### src/rtl/iddmm_pkg.sv
// iddmm_pkg: shared state encoding and default sizing for the IDDMM result selector
package iddmm_pkg;
    localparam int IDDMM_K = 128;
    localparam int IDDMM_N = 16;
    typedef enum logic [1:0] {IDLE, COLLECT, WAIT_DONE, SEND} state_t;
endpackage

### src/rtl/iddmm_word_buf.sv
// iddmm_word_buf: N x K word buffer, one synchronous write port, one asynchronous read port
// ports: clk, we/waddr/wdata write port, raddr/rdata combinational read port
module iddmm_word_buf #(
    parameter int K = 128,
    parameter int N = 16,
    parameter int ADDR_W = $clog2(N)
) (
    input  logic              clk,
    input  logic              we,
    input  logic [ADDR_W-1:0] waddr,
    input  logic [K-1:0]      wdata,
    input  logic [ADDR_W-1:0] raddr,
    output logic [K-1:0]      rdata
);
    logic [K-1:0] mem [N];
    always_ff @(posedge clk)
        if (we) mem[waddr] <= wdata;
    assign rdata = mem[raddr];
endmodule

### src/rtl/iddmm_result_sel.sv
// iddmm_result_sel: buffers a and (a - p) result streams, then streams out the one chosen by cal_sign
// ports: fifo_wr_* word strobes in, cal_done/cal_sign select pulse,
//        m_valid/m_ready/m_data/m_idx/m_last result stream out, busy and sticky err status
module iddmm_result_sel
    import iddmm_pkg::*;
#(
    parameter int K = IDDMM_K,
    parameter int N = IDDMM_N,
    parameter int ADDR_W = $clog2(N)
) (
    input  logic              clk,
    input  logic              rst,
    input  logic              fifo_wr_en_a,
    input  logic [K-1:0]      fifo_wr_data_a,
    input  logic              fifo_wr_en_sub,
    input  logic [K-1:0]      fifo_wr_data_sub,
    input  logic              cal_done,
    input  logic              cal_sign,
    output logic              m_valid,
    input  logic              m_ready,
    output logic [K-1:0]      m_data,
    output logic [ADDR_W-1:0] m_idx,
    output logic              m_last,
    output logic              busy,
    output logic              err
);
    localparam logic [ADDR_W:0]   FULL = (ADDR_W+1)'(N);
    localparam logic [ADDR_W-1:0] LAST = ADDR_W'(N-1);
    state_t state, state_n;
    logic [ADDR_W:0] cnt_a, cnt_s, cnt_a_n, cnt_s_n;
    logic [ADDR_W-1:0] rd;
    logic sel, done_seen, acc_a, acc_s, done_ok, fire, bad;
    logic [K-1:0] rdata_a, rdata_s;
    // strobes are accepted only while collecting and while their buffer has room
    assign acc_a   = fifo_wr_en_a && state != SEND && cnt_a != FULL;
    assign acc_s   = fifo_wr_en_sub && state != SEND && cnt_s != FULL;
    assign done_ok = cal_done && (state == COLLECT || state == WAIT_DONE);
    assign fire    = m_valid && m_ready;
    assign bad     = (fifo_wr_en_a && !acc_a) || (fifo_wr_en_sub && !acc_s) || (cal_done && !done_ok);
    assign cnt_a_n = cnt_a + (ADDR_W+1)'(acc_a);
    assign cnt_s_n = cnt_s + (ADDR_W+1)'(acc_s);
    always_ff @(posedge clk or posedge rst)
        if (rst) state <= IDLE;
        else     state <= state_n;
    // next-count lookahead lets the final strobe and cal_done in one cycle go straight to SEND
    always_comb begin
        state_n = state;
        case (state)
            IDLE:               if (acc_a || acc_s) state_n = COLLECT;
            COLLECT, WAIT_DONE: if (cnt_a_n == FULL && cnt_s_n == FULL)
                                    state_n = (done_seen || done_ok) ? SEND : WAIT_DONE;
            SEND:               if (m_ready && rd == LAST) state_n = IDLE;
            default:            state_n = IDLE;
        endcase
    end
    always_ff @(posedge clk or posedge rst)
        if (rst) begin
            cnt_a     <= '0;
            cnt_s     <= '0;
            rd        <= '0;
            sel       <= 1'b0;
            done_seen <= 1'b0;
            err       <= 1'b0;
        end else begin
            err <= err | bad;
            if (fire && rd == LAST) begin
                cnt_a     <= '0;
                cnt_s     <= '0;
                rd        <= '0;
                sel       <= 1'b0;
                done_seen <= 1'b0;
            end else begin
                cnt_a <= cnt_a_n;
                cnt_s <= cnt_s_n;
                if (done_ok) begin
                    sel       <= cal_sign;
                    done_seen <= 1'b1;
                end
                if (fire) rd <= rd + ADDR_W'(1);
            end
        end
    iddmm_word_buf #(.K(K), .N(N), .ADDR_W(ADDR_W)) u_buf_a (
        .clk(clk), .we(acc_a), .waddr(cnt_a[ADDR_W-1:0]), .wdata(fifo_wr_data_a),
        .raddr(rd), .rdata(rdata_a)
    );
    iddmm_word_buf #(.K(K), .N(N), .ADDR_W(ADDR_W)) u_buf_s (
        .clk(clk), .we(acc_s), .waddr(cnt_s[ADDR_W-1:0]), .wdata(fifo_wr_data_sub),
        .raddr(rd), .rdata(rdata_s)
    );
    assign m_valid = state == SEND;
    assign m_data  = m_valid ? (sel ? rdata_s : rdata_a) : '0;
    assign m_idx   = rd;
    assign m_last  = m_valid && rd == LAST;
    assign busy    = state != IDLE;
endmodule

### config.mk
export PLATFORM = sky130hd
export DESIGN_NAME = iddmm_result_sel
export DESIGN_NICKNAME = d
export VERILOG_FILES = /design/src/rtl/iddmm_pkg.sv /design/src/rtl/iddmm_word_buf.sv /design/src/rtl/iddmm_result_sel.sv
export SDC_FILE = /design/constraint.sdc
export NUM_CORES = 2
export LEC_CHECK = 0
export CAP_MARGIN = 40
export CORE_MARGIN = 3
export CORE_UTILIZATION = 30
export DETAILED_ROUTE_END_ITERATION = 10
export DONT_BUFFER_PORTS = 1
export HOLD_SLACK_MARGIN = 0.05
export PLACE_DENSITY = 0.41
export SLEW_MARGIN = 20
export SYNTH_ARGS = -nofsm -noshare
export SYNTH_HDL_FRONTEND = slang
export SYNTH_SLANG_ARGS = --single-unit
### constraint.sdc
create_clock -name clk -period 20 [get_ports clk]
set_clock_uncertainty 0.05 [all_clocks]
set_input_delay 2 -clock clk [delete_from_list [all_inputs] [get_ports clk]]
set_output_delay 2 -clock clk [all_outputs]
set_load 0.03 [all_outputs]
# Word-level counts from Yosys, hierarchy flattened
# Memories as Yosys holds them, arrays and structs flattened.
# Cells that the tools add are included.
# Widths: inputs -> output; s select.
# totals
reg_bits	19
latchBits	0
ram_bits	4096
rom_bits	0
elab_cells	71
memories	2
# memory_table
memory	depth	word_bits	rd	rd_ports_with_merged_regs	write_ports	line	source
u_buf_a.mem	16	128	1	0	1	iddmm_word_buf.sv:15	logic [K-1:0] mem [N];
u_buf_s.mem	16	128	1	0	1	iddmm_word_buf.sv:15	
# classes
n_addsub	3
n_mul	0
div_mod_pow	0
n_lt_le_gt_ge	0
n_eq_ne	12
shift	0
muxes	19
bitwise	1
n_reduce_logical	27
# ops
cell	count
$mux 128	2
$logic_and 1x1->1	13
$add 5x1->5	2
$eq 5x5->1 const B	2
$mux 5	2
$ne 5x5->1 const B	2
$mux 1	9
$mux 4	2
$mux 2	3
$ne 2x2->1 const B	3
$pmux 2 s3	1
$reduce_bool 2->1	3
$logic_or 1x1->1	5
$add 4x1->4 const B	1
$eq 2x2->1 const B	2
$eq 4x4->1 const B	1
$logic_not 1->1	3
$reduce_and 3->1	1
$eq 2x1->1 const B	1
$logic_not 2->1	1
$ne 2x1->1 const B	1
$reduce_or 2->1	1
$or 1x1->1	1

# Depth between registers and ports, before layout
# depth
ltp_word	8
mapped_depth	12
depth_no_buf	10

# Hierarchy
# From an unflattened synthesis, not the netlist that was laid out.
# hier_totals
cells_unflattened	6842
hier_area_um2	156984.3
# by_module_without_submodules
mod	n_inst	cells_per_inst	area_per_inst_um2	seq_area_each_um2
iddmm_word_buf	2	3229	76882.5	61499.0
iddmm_result_sel	1	384	3219.3	475.5

# Least setup slack after synthesis
# OpenSTA, ideal clock, no wires.
# synth_timing
path_type	input port to flip-flop
from	input port fifo_wr_en_a
to	memory u_buf_a.mem[0][0] (enable)
setup_time_ps	929
arrival_ps	14393
path_slack_ps	4629
cell_stages	4
path_buffers	0
path_cell_list	inv_1 > nor2_1 > nand2_1 > nor4_1
# synth_via
elab_chain_len	4
# synth_rtl
element	line	source
start, declared	iddmm_result_sel.sv:13	input logic fifo_wr_en_a,
$logic_and 1x1->1 (2 in series)	iddmm_result_sel.sv:35	assign acc_a = fifo_wr_en_a && state != SEND && cnt_a != FULL;
$mux 1	iddmm_word_buf.sv:17	if (we) mem[waddr] <= wdata;
$mux 1 (implied by the code)	iddmm_word_buf.sv:17	
end, declared	iddmm_word_buf.sv:15	
# No other way between the ends.

# Final worst setup path
# layout_timing
from	register rd[1], in the netlist m_idx[1]
to	output port m_data[23]
# layout_via
elab_chain_len	3
# layout_rtl
element	line	source
start, declared	iddmm_result_sel.sv:31	logic [ADDR_W-1:0] rd;
start signal, assigned	iddmm_result_sel.sv:79	if (fire) rd <= rd + ADDR_W'(1);
$mem_v2 16x128	-	
$mux 128 * (2 in series)	iddmm_result_sel.sv:91	assign m_data = m_valid ? (sel ? rdata_s : rdata_a) : '0;
end, declared	iddmm_result_sel.sv:21	output logic [K-1:0] m_data,
# Every way passes the cells marked *; elsewhere a longest branch is shown, timed or not.

==> results_dict.tcl <==
set metrics [dict create \
    synth_cells 6500 \
    fin_nets 7180 \
    hold_violations 0 \
    netlist_area_um2 156000 \
    rsz0062_at_grt "false" \
    pin_count 399 \
    cts_resized 0 \
    worstPathMaxFanout 38 \
    required_ns 17.95 \
    grt_pass1_vias 76800 \
    mostFrequentLayoutCells "4,096 x edfxtp_1, 1,024 x mux4_2, 447 x clkbuf_16, 220 x buf_4, 195 x mux2i_1" \
    maxCapViolCount 0 \
    synthAdderAreaFrac_pct 0.0560 \
    setup_slack_ns 11.95 \
    pre_cts_ws_ns 12.62 \
    synth_warnings 0 \
    outcome "finished clean" \
    startpoint_type "flop" \
    tns_ns 0 \
    vias_per_cell 5.13 \
    wirelength_mm 495 \
    synth_compound_area_share_pct 2.69 \
    rrSetupSlack_ns 14.85 \
    relSlewSlack_pct 22.9 \
    die_w_um 728 \
    maxSlewViolCount 0 \
    hp-class "flop to flop" \
    irDropWorstVdd_uv 76.5 \
    tightest_slew_ns 1.16 \
    grt-ovfl-total 0 \
    synth_simple_gate_area_share_pct 0.867 \
    cts_tree "built" \
    die_h_um 728 \
    initial_core_util_pct 30.2 \
    post_cts_buffers 0 \
    die-area_um2 530000 \
    syn_nets 6770 \
    ys_seq_area_share_pct 79.0 \
    min_to "done_seen$_DFFE_PP0P_" \
    powerDensity_nw_per_um2 121 \
    avgRoutedWirePerCell_um 34.9 \
    insertion_delay_ns 1.00 \
    synth-main-ff-cell "edfxtp_1" \
    setup_viol 0 \
    path_class "flop to primary output" \
    avgSynthCellArea_um2 24.1 \
    antenna_found_initial 25 \
    grt_pass1_wl_mm 671 \
    r2r-start "state[0]$_DFFE_PP0P_" \
    grt_start_max_net_pins 138 \
    synth_xor_area_share_pct 0.0448 \
    clkSinkCount 4115 \
    synthArstFlopShare_pct 0.462 \
    clkTransAtPathRegs_ns 0.06 \
    cp_slowest_cell "dfrtp_4" \
    post-route-period-util_pct 40.3 \
    worstHoldStart "done_seen$_DFFE_PP0P_" \
    worst_ep_arrival_time_ns 6.00 \
    clock.fmax_ghz 0.124 \
    antenna_left 0 \
    synth-edff-count 4096 \
    r2r_cells 10 \
    cts_inserted_buffers 446 \
    core_area_um2 518000 \
    cts_hold_buf 0 \
    cts_max_path_buffers 4 \
    drtIter0Drc 6951 \
    min_period_ns 8.05 \
    fp-row-count 264 \
    io_buffers 0 \
    crit_path_end_kind "primary output" \
    leakage_nw 53.8 \
    first_pass_iters 6 \
    ys_ff_latch 4115 \
    h-tree-depth 5 \
    drc 0 \
    clockRootBuffer "clkbuf_16" \
    path_common_cell "buf_4" \
    cpPeakStageDelay_ns 0.85 \
    drive_gt1_share_pct 28.4 \
    hpwl_mm 285 \
    path_cells "buf_4 > buf_4 > buf_4 > mux4_2 > a22o_1 > a221oi_1 > o22ai_1 > buf_4" \
    grt_usage_pct 18.3 \
    synth.mux.area_fraction_pct 16.0 \
    gp_congestion 0.741 \
    whs_path_depth 2 \
    synth_top_family_by_area "multiplexers" \
    regToRegEndpoint "u_buf_s.mem[2][39]$_DFFE_PP_" \
    vias 72900 \
    area_growth_pct 16.2 \
    final_common_cell "edfxtp_1" \
    synth.distinct_cells 43 \
]
flip-flops by register name (all words and copies together) (netlist names):
name         cells
u_buf_a.mem   2048
sel              1
err              1
state            2
u_buf_s.mem   2048
cnt_s            5
done_seen        1
m_idx            4
cnt_a            5
synth_stat cells, types with 2 or more instances:
cell	number	area [um^2]
a31o_2	2	17.5
nand2b_1	6	37.5
buf_6	61	687
a21oi_1	69	345
dfrtp_1	19	475
xnor2_1	4	35.0
a221oi_1	96	841
nand2_1	14	52.6
nor2_1	42	158
nor2b_1	75	469
and2_1	3	18.8
a22oi_1	66	495
clkbuf_1	118	443
o22ai_1	63	394
inv_1	7	26.3
buf_4	11	82.6
buf_2	170	851
nand3b_1	4	30.0
ha_1	7	87.6
buf_1	15	56.3
a211oi_1	65	488
xor2_1	4	35.0
a22o_1	126	1100
edfxtp_1	4096	123000
a221oi_2	31	465
and3_1	69	432
nor4_1	3	18.8
o21ai_0	4	20.0
mux2i_1	195	1950
nor3_1	8	40.0
mux4_2	1024	23100
nand3_1	12	60.1
stage by stage:
| step | utilization, % | hold slack (ns) | std cells | total power [W] | area [um^2] |
|---|---|---|---|---|---|
| finish | 35.0 | 0.431 | 14200 | 0.0220 | 182000 |
| global route | 35.0 | 0.486 | 14200 | 0.0229 | 182000 |
| CTS | 35.0 | 0.439 | 14200 | 0.0224 | 181000 |
| detailed placement | 32.3 | 0.427 | 13400 | 0.0144 | 167000 |
| global placement | 31.9 | 0.422 | 13300 | 0.0142 | 165000 |
| floorplan | - | 0.400 | 6500 | 0.0130 | 156000 |
per-layer routing:
metal  wire length (um)  vias to the layer above  GRT usage (%)  share of wire, %
met1             208000                    41200           24.2                42
met2             245000                     1977           30.9                49
met5                 27                        -              0            0.0055
met3              32200                      518           4.25               6.5
li1                   -                    29200              -                 -
met4              10100                        4           3.74               2.0
worst max-delay path by stage:
stage,slack [ns],startpoint,to
final,11.95,m_idx[1]$_DFFE_PP0P_,m_data[23]
after global placement,11.99,m_idx[0]$_DFFE_PP0P_,m_data[34]
after CTS,11.47,m_idx[1]$_DFFE_PP0P_,m_data[52]
after global routing,11.61,m_idx[1]$_DFFE_PP0P_,m_data[23]
after detailed placement,12.62,m_idx[1]$_DFFE_PP0P_,m_data[52]
after floorplan,4.63,fifo_wr_en_a,u_buf_a.mem[0][0]$_DFFE_PP_
worst max-delay path, delay by kind of cell (launching register included):
family / cells / cell delay (ns)
buffers and inverters: 4 / 2.20
muxes: 1 / 0.56
AOI/OAI and AO/OA: 3 / 1.27
DFF: 1 / 0.85
logic make-up (layout without fill, tap and decap cells):
family                     Yosys count  after routing
muxes                             1220           1220
DFF                               4115           4115
xor gates and xnor gates             8              8
adders and majority gates            7              7
buffers and inverters              383           1165
AOI/OAI and AO/OA                  526            526
and+or+nand+nor                    241            241
other                                0              6
report_power, final:
group / switching, W / internal (W) / total, W
Sequential: 0.000170 / 0.0104 / 0.0105
Combinational: 0.00220 / 0.00134 / 0.00354
Clock: 0.00344 / 0.00452 / 0.00796
Total: 0.00581 / 0.0162 / 0.0220
cell type report:
type,instances,area (um^2)
multi-input combinational,2002,31200
sequential,4115,123000
clock inverter,261,2370
fill,47600,337000
tap,6916,8650
antenna,6,15.0
timing repair buffer,338,4260
clock buffer,559,11600
inverter,7,26.3
(Power assumes the default switching activity.)
